<file path="src/rtl/regfile_pkg.sv">
// regfile_pkg: shared constants for the register file with scoreboard.
//   DEF_DATA_W / DEF_ADDR_W : default register width and address width
//   ZEROWORD                : all-zero word at the default width
//   RST_ENABLE              : level of 'reset' that clears state
//   REGNUM                  : register count at the default address width
package regfile_pkg;

   localparam int DEF_DATA_W = 32;
   localparam int DEF_ADDR_W = 5;
   localparam logic [DEF_DATA_W-1:0] ZEROWORD = '0;
   localparam logic RST_ENABLE = 1'b1;
   localparam int REGNUM = 2 ** DEF_ADDR_W;

endpackage

</file>
<file path="src/rtl/regfile_scoreboard.sv">
// regfile_scoreboard: per-register pending bits for the register file.
// Ports:
//   clock, reset           : clock, synchronous active-high reset
//   wr_en, wr_addr         : writeback (clears pending)
//   issue, issue_dst       : issue (sets pending; wins over a same-register clear)
//   ra                     : packed read addresses, NUM_RD ports
//   rpend                  : pending bit of each read port's register
//   wb_err                 : sticky, writeback to a non-pending nonzero register
//   pend_cnt               : registered count of pending registers
module regfile_scoreboard
   import regfile_pkg::*;
#(
   parameter int ADDR_W = DEF_ADDR_W,
   parameter int NUM_RD = 2
) (
   input  logic                     clock,
   input  logic                     reset,
   input  logic                     wr_en,
   input  logic [ADDR_W-1:0]        wr_addr,
   input  logic                     issue,
   input  logic [ADDR_W-1:0]        issue_dst,
   input  logic [NUM_RD*ADDR_W-1:0] ra,
   output logic [NUM_RD-1:0]        rpend,
   output logic                     wb_err,
   output logic [ADDR_W:0]          pend_cnt
);

   localparam int NREG = 2 ** ADDR_W;

   logic [NREG-1:0] pend;
   logic [NREG-1:0] pend_nxt;
   logic            wr_vld;
   logic            iss_vld;
   logic            inc;
   logic            dec;

   assign wr_vld  = wr_en && (wr_addr != '0);
   assign iss_vld = issue && (issue_dst != '0);

   // Count tracks the vector incrementally: a set only counts if the bit was
   // clear, a clear only counts if the bit was set and not re-issued.
   assign inc = iss_vld && !pend[issue_dst];
   assign dec = wr_vld && pend[wr_addr] && !(iss_vld && (issue_dst == wr_addr));

   always_comb begin
      pend_nxt = pend;
      if (wr_vld)
         pend_nxt[wr_addr] = 1'b0;
      if (iss_vld)
         pend_nxt[issue_dst] = 1'b1;
   end

   always_ff @(posedge clock) begin
      if (reset == RST_ENABLE) begin
         pend     <= '0;
         wb_err   <= 1'b0;
         pend_cnt <= '0;
      end else begin
         pend     <= pend_nxt;
         pend_cnt <= pend_cnt + (ADDR_W+1)'(inc) - (ADDR_W+1)'(dec);
         if (wr_vld && !pend[wr_addr])
            wb_err <= 1'b1;
      end
   end

   genvar k;
   generate
      for (k = 0; k < NUM_RD; k++) begin : g_lookup
         assign rpend[k] = pend[ra[k*ADDR_W +: ADDR_W]];
      end
   endgenerate

endmodule

</file>
<file path="src/rtl/regfile_sb.sv">
// regfile_sb: parametrised register file with integrated scoreboard.
// NUM_RD combinational read ports, one clocked writeback port, r0 reads zero.
// Optional macro REGFILE_BYPASS_EN: a same-cycle writeback forwards WD3 to
// matching read ports and forces their RRdy high.
// Ports:
//   clock, reset      : clock, synchronous active-high reset
//   RegWrite, A3, WD3 : writeback enable / address / data
//   Issue, IssueDst   : mark IssueDst pending
//   RA, RD            : packed read addresses / data, port k at slice k
//   RRdy              : per-port data valid (not pending, or bypassed)
//   WbErr             : sticky writeback-to-non-pending error
//   PendCnt           : number of pending registers
module regfile_sb
   import regfile_pkg::*;
#(
   parameter int DATA_W = DEF_DATA_W,
   parameter int ADDR_W = DEF_ADDR_W,
   parameter int NUM_RD = 2
) (
   input  logic                     clock,
   input  logic                     reset,
   input  logic                     RegWrite,
   input  logic [ADDR_W-1:0]        A3,
   input  logic [DATA_W-1:0]        WD3,
   input  logic                     Issue,
   input  logic [ADDR_W-1:0]        IssueDst,
   input  logic [NUM_RD*ADDR_W-1:0] RA,
   output logic [NUM_RD*DATA_W-1:0] RD,
   output logic [NUM_RD-1:0]        RRdy,
   output logic                     WbErr,
   output logic [ADDR_W:0]          PendCnt
);

   localparam int NREG = 2 ** ADDR_W;

`ifdef REGFILE_BYPASS_EN
   localparam logic BYPASS = 1'b1;
`else
   localparam logic BYPASS = 1'b0;
`endif

   logic [DATA_W-1:0] regs [NREG];
   logic [NUM_RD-1:0] rpend;
   logic              in_reset;

   assign in_reset = (reset == RST_ENABLE);

   always_ff @(posedge clock) begin
      if (in_reset) begin
         for (int i = 0; i < NREG; i++)
            regs[i] <= '0;
      end else if (RegWrite && (A3 != '0)) begin
         regs[A3] <= WD3;
      end
   end

   regfile_scoreboard #(
      .ADDR_W (ADDR_W),
      .NUM_RD (NUM_RD)
   ) u_sb (
      .clock     (clock),
      .reset     (reset),
      .wr_en     (RegWrite),
      .wr_addr   (A3),
      .issue     (Issue),
      .issue_dst (IssueDst),
      .ra        (RA),
      .rpend     (rpend),
      .wb_err    (WbErr),
      .pend_cnt  (PendCnt)
   );

   genvar k;
   generate
      for (k = 0; k < NUM_RD; k++) begin : g_rd
         logic [ADDR_W-1:0] ra_k;
         logic              zero_k;
         logic              byp_k;

         assign ra_k   = RA[k*ADDR_W +: ADDR_W];
         assign zero_k = in_reset || (ra_k == '0);
         assign byp_k  = BYPASS && RegWrite && (A3 == ra_k);

         assign RD[k*DATA_W +: DATA_W] = zero_k ? '0 :
                                         byp_k  ? WD3 : regs[ra_k];
         assign RRdy[k] = zero_k || byp_k || !rpend[k];
      end
   endgenerate

endmodule

</file>
<file path="config.mk">
export PLATFORM = sky130hd
export DESIGN_NAME = regfile_sb
export DESIGN_NICKNAME = d
export VERILOG_FILES = /design/src/rtl/regfile_pkg.sv /design/src/rtl/regfile_scoreboard.sv /design/src/rtl/regfile_sb.sv
export SDC_FILE = /design/constraint.sdc
export NUM_CORES = 2
export LEC_CHECK = 0
export BUFFER_PORTS_ARGS = -buffer_cell sky130_fd_sc_hd__buf_2
export CORE_MARGIN = 4
export CORE_UTILIZATION = 45
export CTS_CLUSTER_DIAMETER = 100
export DETAILED_ROUTE_END_ITERATION = 12
export GPL_TIMING_DRIVEN = 0
export SYNTH_ARGS = -nofsm -noshare
export SYNTH_HDL_FRONTEND = slang
export SYNTH_SLANG_ARGS = --single-unit
</file>
<file path="constraint.sdc">
create_clock -name clock -period 5.64 [get_ports clock]
set_clock_uncertainty 0.1 [all_clocks]
set_input_delay 0.564 -clock clock [delete_from_list [all_inputs] [get_ports clock]]
set_output_delay 0.564 -clock clock [all_outputs]
set_load 0.05 [all_outputs]
</file>
Word-level counts from Yosys, hierarchy flattened

Memory sizes are Yosys's and may differ from the RTL's.
Index checks and enable logic that the tools add are counted.

Reductions and logical operators: 23
Equal/unequal tests: 1
Bitwise gates (word level): 3
Mux-type cells: 24
Magnitude comparators: 6
Add/sub/neg operators: 2

Operators by type and width:

| kind                                                                   | number |
|---|---|
| 32-bit two-way mux                                                     | 5 |
| 32-bit bitwise AND                                                     | 1 |
| 32-bit inverter                                                        | 1 |
| 32-bit bitwise OR                                                      | 1 |
| 32-bit OR reduction                                                    | 1 |
| 5-bit by 6-bit < comparator with 1-bit output (second input constant)  | 4 |
| 1-bit binary-select mux with 5-bit select                              | 4 |
| 1-bit two-way mux                                                      | 12 |
| 1-bit demux with 5-bit select                                          | 2 |
| 5-bit by 1-bit >= comparator with 1-bit output (second input constant) | 2 |
| 5-bit zero test                                                        | 2 |
| 5-bit nonzero test                                                     | 2 |
| 1-bit logical AND                                                      | 9 |
| 6-bit by 1-bit adder with 6-bit output                                 | 1 |
| 6-bit by 1-bit subtractor with 6-bit output                            | 1 |
| 5-bit equality test                                                    | 1 |
| 1-bit zero test                                                        | 5 |
| 5-bit two-way mux                                                      | 1 |
| 1-bit logical OR                                                       | 4 |

RAM bits: 1024
Memories kept: 1
Input port bits: 56
Word-level logic and storage cells: 63
Register bits after elaboration: 39
Output and inout bits: 73

Memories:

| memory | words | bits a word | rd ports | clocked after memory_dff | wr ports | line             | text |
|---|---|---|---|---|---|---|---|
| regs   | 32    | 32          | 2        | 0                        | 32       | regfile_sb.sv:42 | `logic [DATA_W-1:0] regs [NREG];` |

Depth between registers and ports, before layout

Word-level depth: 9
Mapped depth: 16
Depth with buffers taken out: 14

By module

From an unflattened synthesis, not the netlist that was laid out.

Cell total of the unflattened synthesis: 3807
Area total of the unflattened synthesis: 57082.2 um^2

By module, submodules not included:

| module             | area each (um^2) | cells an instance | sequential area each (um^2) | instances |
|---|---|---|---|---|
| regfile_sb         | 54285.8          | 3505              | 30749.5                     | 1 |
| regfile_scoreboard | 2796.4           | 302               | 780.7                       | 1 |

Worst setup path before layout

No wires, ideal clock.

Kind: input port to flip-flop
Start point: in A3[3]
End point: mem regs[17][0] (netlist name), enable pin
Arrival time: 3698 ps
Slack: 1370 ps
Data required time: 5068 ps
Stages: 4
Path buffers: 2
Path through: buf_2 -> or3_1 -> clkbuf_1 -> o31ai_1

RTL lines:

| item        | line             | text |
|---|---|---|
| from (decl) | regfile_sb.sv:23 | `input logic [ADDR_W-1:0] A3,` |
| to (decl)   | regfile_sb.sv:42 |  |

Worst setup path after layout

Start point: in reset
End point: out RD[52]

Word-level cells in the longest chain between the ends: 2

Ends and longest elaborated chain:

| item               | line             | text |
|---|---|---|
| from (decl)        | regfile_sb.sv:21 | `input logic reset,` |
| 1-bit logical OR   | regfile_sb.sv:81 | `assign zero_k = in_reset \|\| (ra_k == '0);` |
| 32-bit two-way mux | regfile_sb.sv:84 | `assign RD[k*DATA_W +: DATA_W] = zero_k ? '0 :` |
| to (decl)          | regfile_sb.sv:28 | `output logic [NUM_RD*DATA_W-1:0] RD,` |

Every way passes these cells.

==> impl_metrics.ini <==
[status]
status = finished clean

[routing]
wl_um = 196000
drc_errors = 0
wl_per_cell_um = 33.7
ant_nets = 0
viasPerCell = 6.18
num_vias = 36000
firstDrtPassIters = 6
drt_iter0_markers = 4792

[timing]
post-route-period-util_pct = 83.1
slew_headroom_pct = 1.70
finalHoldViolations = 0
finalSetupViolCount = 0
slew_violations = 0
period_needed_ns = 4.69
clock.fmax_mhz = 213
grt_setup_unrepaired = no
worst_pin_slew_ns = 1.47

[power_and_ir_drop]
swShare_pct = 26.8
pwr-share-clk_pct = 38.3
seqPwrFrac_pct = 47.0
p_leak_nw = 22.7
p_sw_w = 0.00531
fin_total_pwr_w = 0.0198
ir_drop_mv = 0.316
combPwrFrac_pct = 14.7
power.density_nw_per_um2 = 306
p_int_w = 0.0145

[critical_path]
cp-start-kind = input pin
worst_r2r_path_depth = 14
cp_max_fo = 10
r2r_end = u_sb.pend_cnt[4]$_SDFF_PP0_
r2r_setup_slack_ns = 2.33
r2r_start = u_sb.pend[8]$_SDFF_PP0_
cp.arrival_ns = 4.02
cp-end-kind = output port
critPathRequiredTime_ns = 4.98
worstSetupPathType = in -> out

[synthesis]
synth_edf_count = 1024
ys_seq_elements = 1063
synth_top_flop_cell = edfxtp_1
syn-mean-instance-area_um2 = 15.3
synth.top_cells.by_count = edfxtp_1, and2_1, mux4_2, mux2i_1, clkbuf_1
synth_top_area_share_pct = 53.7
synth_warnings = 0
yosysMostFrequentCell = edfxtp_1
yosys.area.top_type = edfxtp_1
synth_area_um2 = 57300
synth.area.top_cells = edfxtp_1, mux4_2, and2_1
yosysSeqAreaShare_pct = 55.0
synth_cell_types = 53
postSynth.asyncResetShare_pct = 0
syn-instance-count = 3751

[global_routing]
grt_max_degree = 33
grtUsageTotal_pct = 29.4
grt_antenna_before_repair = 21
first_global_vias = 36400
grt_pass1_wl_um = 272000
overflow = 0

[run]
drv_cap = 0

[hold_path]
min_from = WD3[0]
min_to = regs[4][0]$_SDFFCE_PN0P_
hold_depth = 2
hold_class = in -> reg

[floorplanning]
fp.dieH_um = 365
core_um2 = 126000
die_x_um = 365
die_area_um2 = 133000
start_util_pct = 45.4
rows = 130
io_pins = 129

[cts]
cts_tree = done
clkSlewWorstSetupHoldPaths_ns = 0.06
cts_buffer_depth = 3
cts.sinks = 1063
cts_resized = 0
hold_buffers = 0
cts_buffers = 119
clkLatencyLatePin_ns = 0.72
htreeDepth = 3
post_cts_buffers = 0
cts-root-buf = clkbuf_16

[cells_and_area]
final_nets = 4126
regArea_um2 = 31500
final_core_utilization_pct = 51.5
syn2layout_area_growth_pct = 13.4
fill_cells = 10500
drive_gt1_share_pct = 23.5
multi_input_area_um2 = 24200

[placement]
port_buffers = 118
dp_hpwl_um = 145000
finalWeightedCongestion = 0.987
cells by family (layout without fill, tap and decap cells):
group,after synthesis,after routing,synth area share [%]
AND/OR/NAND/NOR,1202,1202,12.8
flip-flops,1063,1063,55.0
multiplexers,817,817,26.0
buffers and inverters,428,808,3.47
AO/OA/AOI/OAI,225,225,2.45
XOR/XNOR,8,8,0.122
adder cells (fa/ha/maj),7,7,0.166
other,1,43,0.00655
sequential cells by signal (all words and copies together), names as in the netlist:
name	flops
regs	1024
u_sb.pend	32
u_sb.pend_cnt	6
u_sb.wb_err	1
stage by stage:
step                hold WS, ns  worst slack, ns  TNS [ns]  cell area, um2  std cells
floorplan                 0.367             1.37         0           57400       3782
global placement          0.381            -2.39  -1585.58           60100       5550
detailed placement        0.359             1.03         0           61200       5591
CTS                      0.0423             1.03         0           64900       5811
global route             0.0663            0.889         0           64900       5812
finish                   0.0868            0.953         0           64900       5823
critical path: stages:
cell and delay [ns]:
buf_2 0.14, inv_1 0.26, clkbuf_1 1.00, nand3b_1 0.70, clkbuf_1 0.44, o22ai_1 0.21, or2_1 0.36, buf_2 0.34
worst max-delay path by stage:
stage	endpoint	slack [ns]	startpoint
finish	RD[52]	0.95	reset
global route	RD[51]	0.89	reset
CTS	RD[25]	1.03	RA[1]
detailed placement	RD[25]	1.03	RA[1]
global placement	regs[25][8]$_SDFFCE_PN0P_	-2.39	A3[4]
floorplan	regs[17][0]$_SDFFCE_PN0P_	1.37	A3[3]
area by class of cell:
type                            instances  share of cell area (%)
Clock inverter                         65                   0.809
Multi-Input combinational cell       2291                    37.3
Tap cell                             1650                    3.18
Sequential cell                      1063                    48.6
Inverter                               37                   0.214
Buffer                                391                    2.85
Timing Repair Buffer                  160                    2.10
Clock buffer                          155                    4.93
Antenna cell                           11                  0.0424
power groups by stage:
stage | sequential (W) | combinational, W | clock (W)
finish | 0.00932 | 0.00292 | 0.00760
floorplan | 0.00948 | 0.00175 | 0
global placement | 0.00951 | 0.00279 | 0
CTS | 0.00932 | 0.00291 | 0.00765
detailed placement | 0.00948 | 0.00290 | 0
global route | 0.00937 | 0.00302 | 0.00796
cells in the final DEF, fill, tap and decap left out, types with 6 or more instances in the layout:
master and count:
a21oi_1 12, and2_1 992, buf_1 47, buf_12 23
buf_2 143, buf_4 22, buf_6 36, buf_8 15
bufinv_16 8, clkbuf_1 290, clkbuf_16 123, clkinv_1 29
clkinv_2 18, conb_1 32, dfxtp_1 39, diode_2 11
edfxtp_1 1024, ha_1 6, inv_1 34, mux2i_1 281
mux4_2 535, nand2_1 34, nand3_1 16, nand3b_1 7
nor2_1 46, nor2b_1 7, nor3_1 9, o21ai_0 15
o21ai_4 22, o22ai_1 146, o31ai_4 7, or2_1 64
or3_1 6
per-layer routing:
metal / part of all wire (%) / wire [um] / GRT usage [%] / vias to the layer above
met5: 0.014 / 27 / 0 / -
met4: 6.7 / 13100 / 16.0 / 4
met3: 9.0 / 17700 / 6.42 / 454
met2: 46 / 90600 / 46.3 / 1845
met1: 38 / 74600 / 38.2 / 18600
li1: - / - / - / 15000
Note: power is estimated with default switching activity, not from simulation.
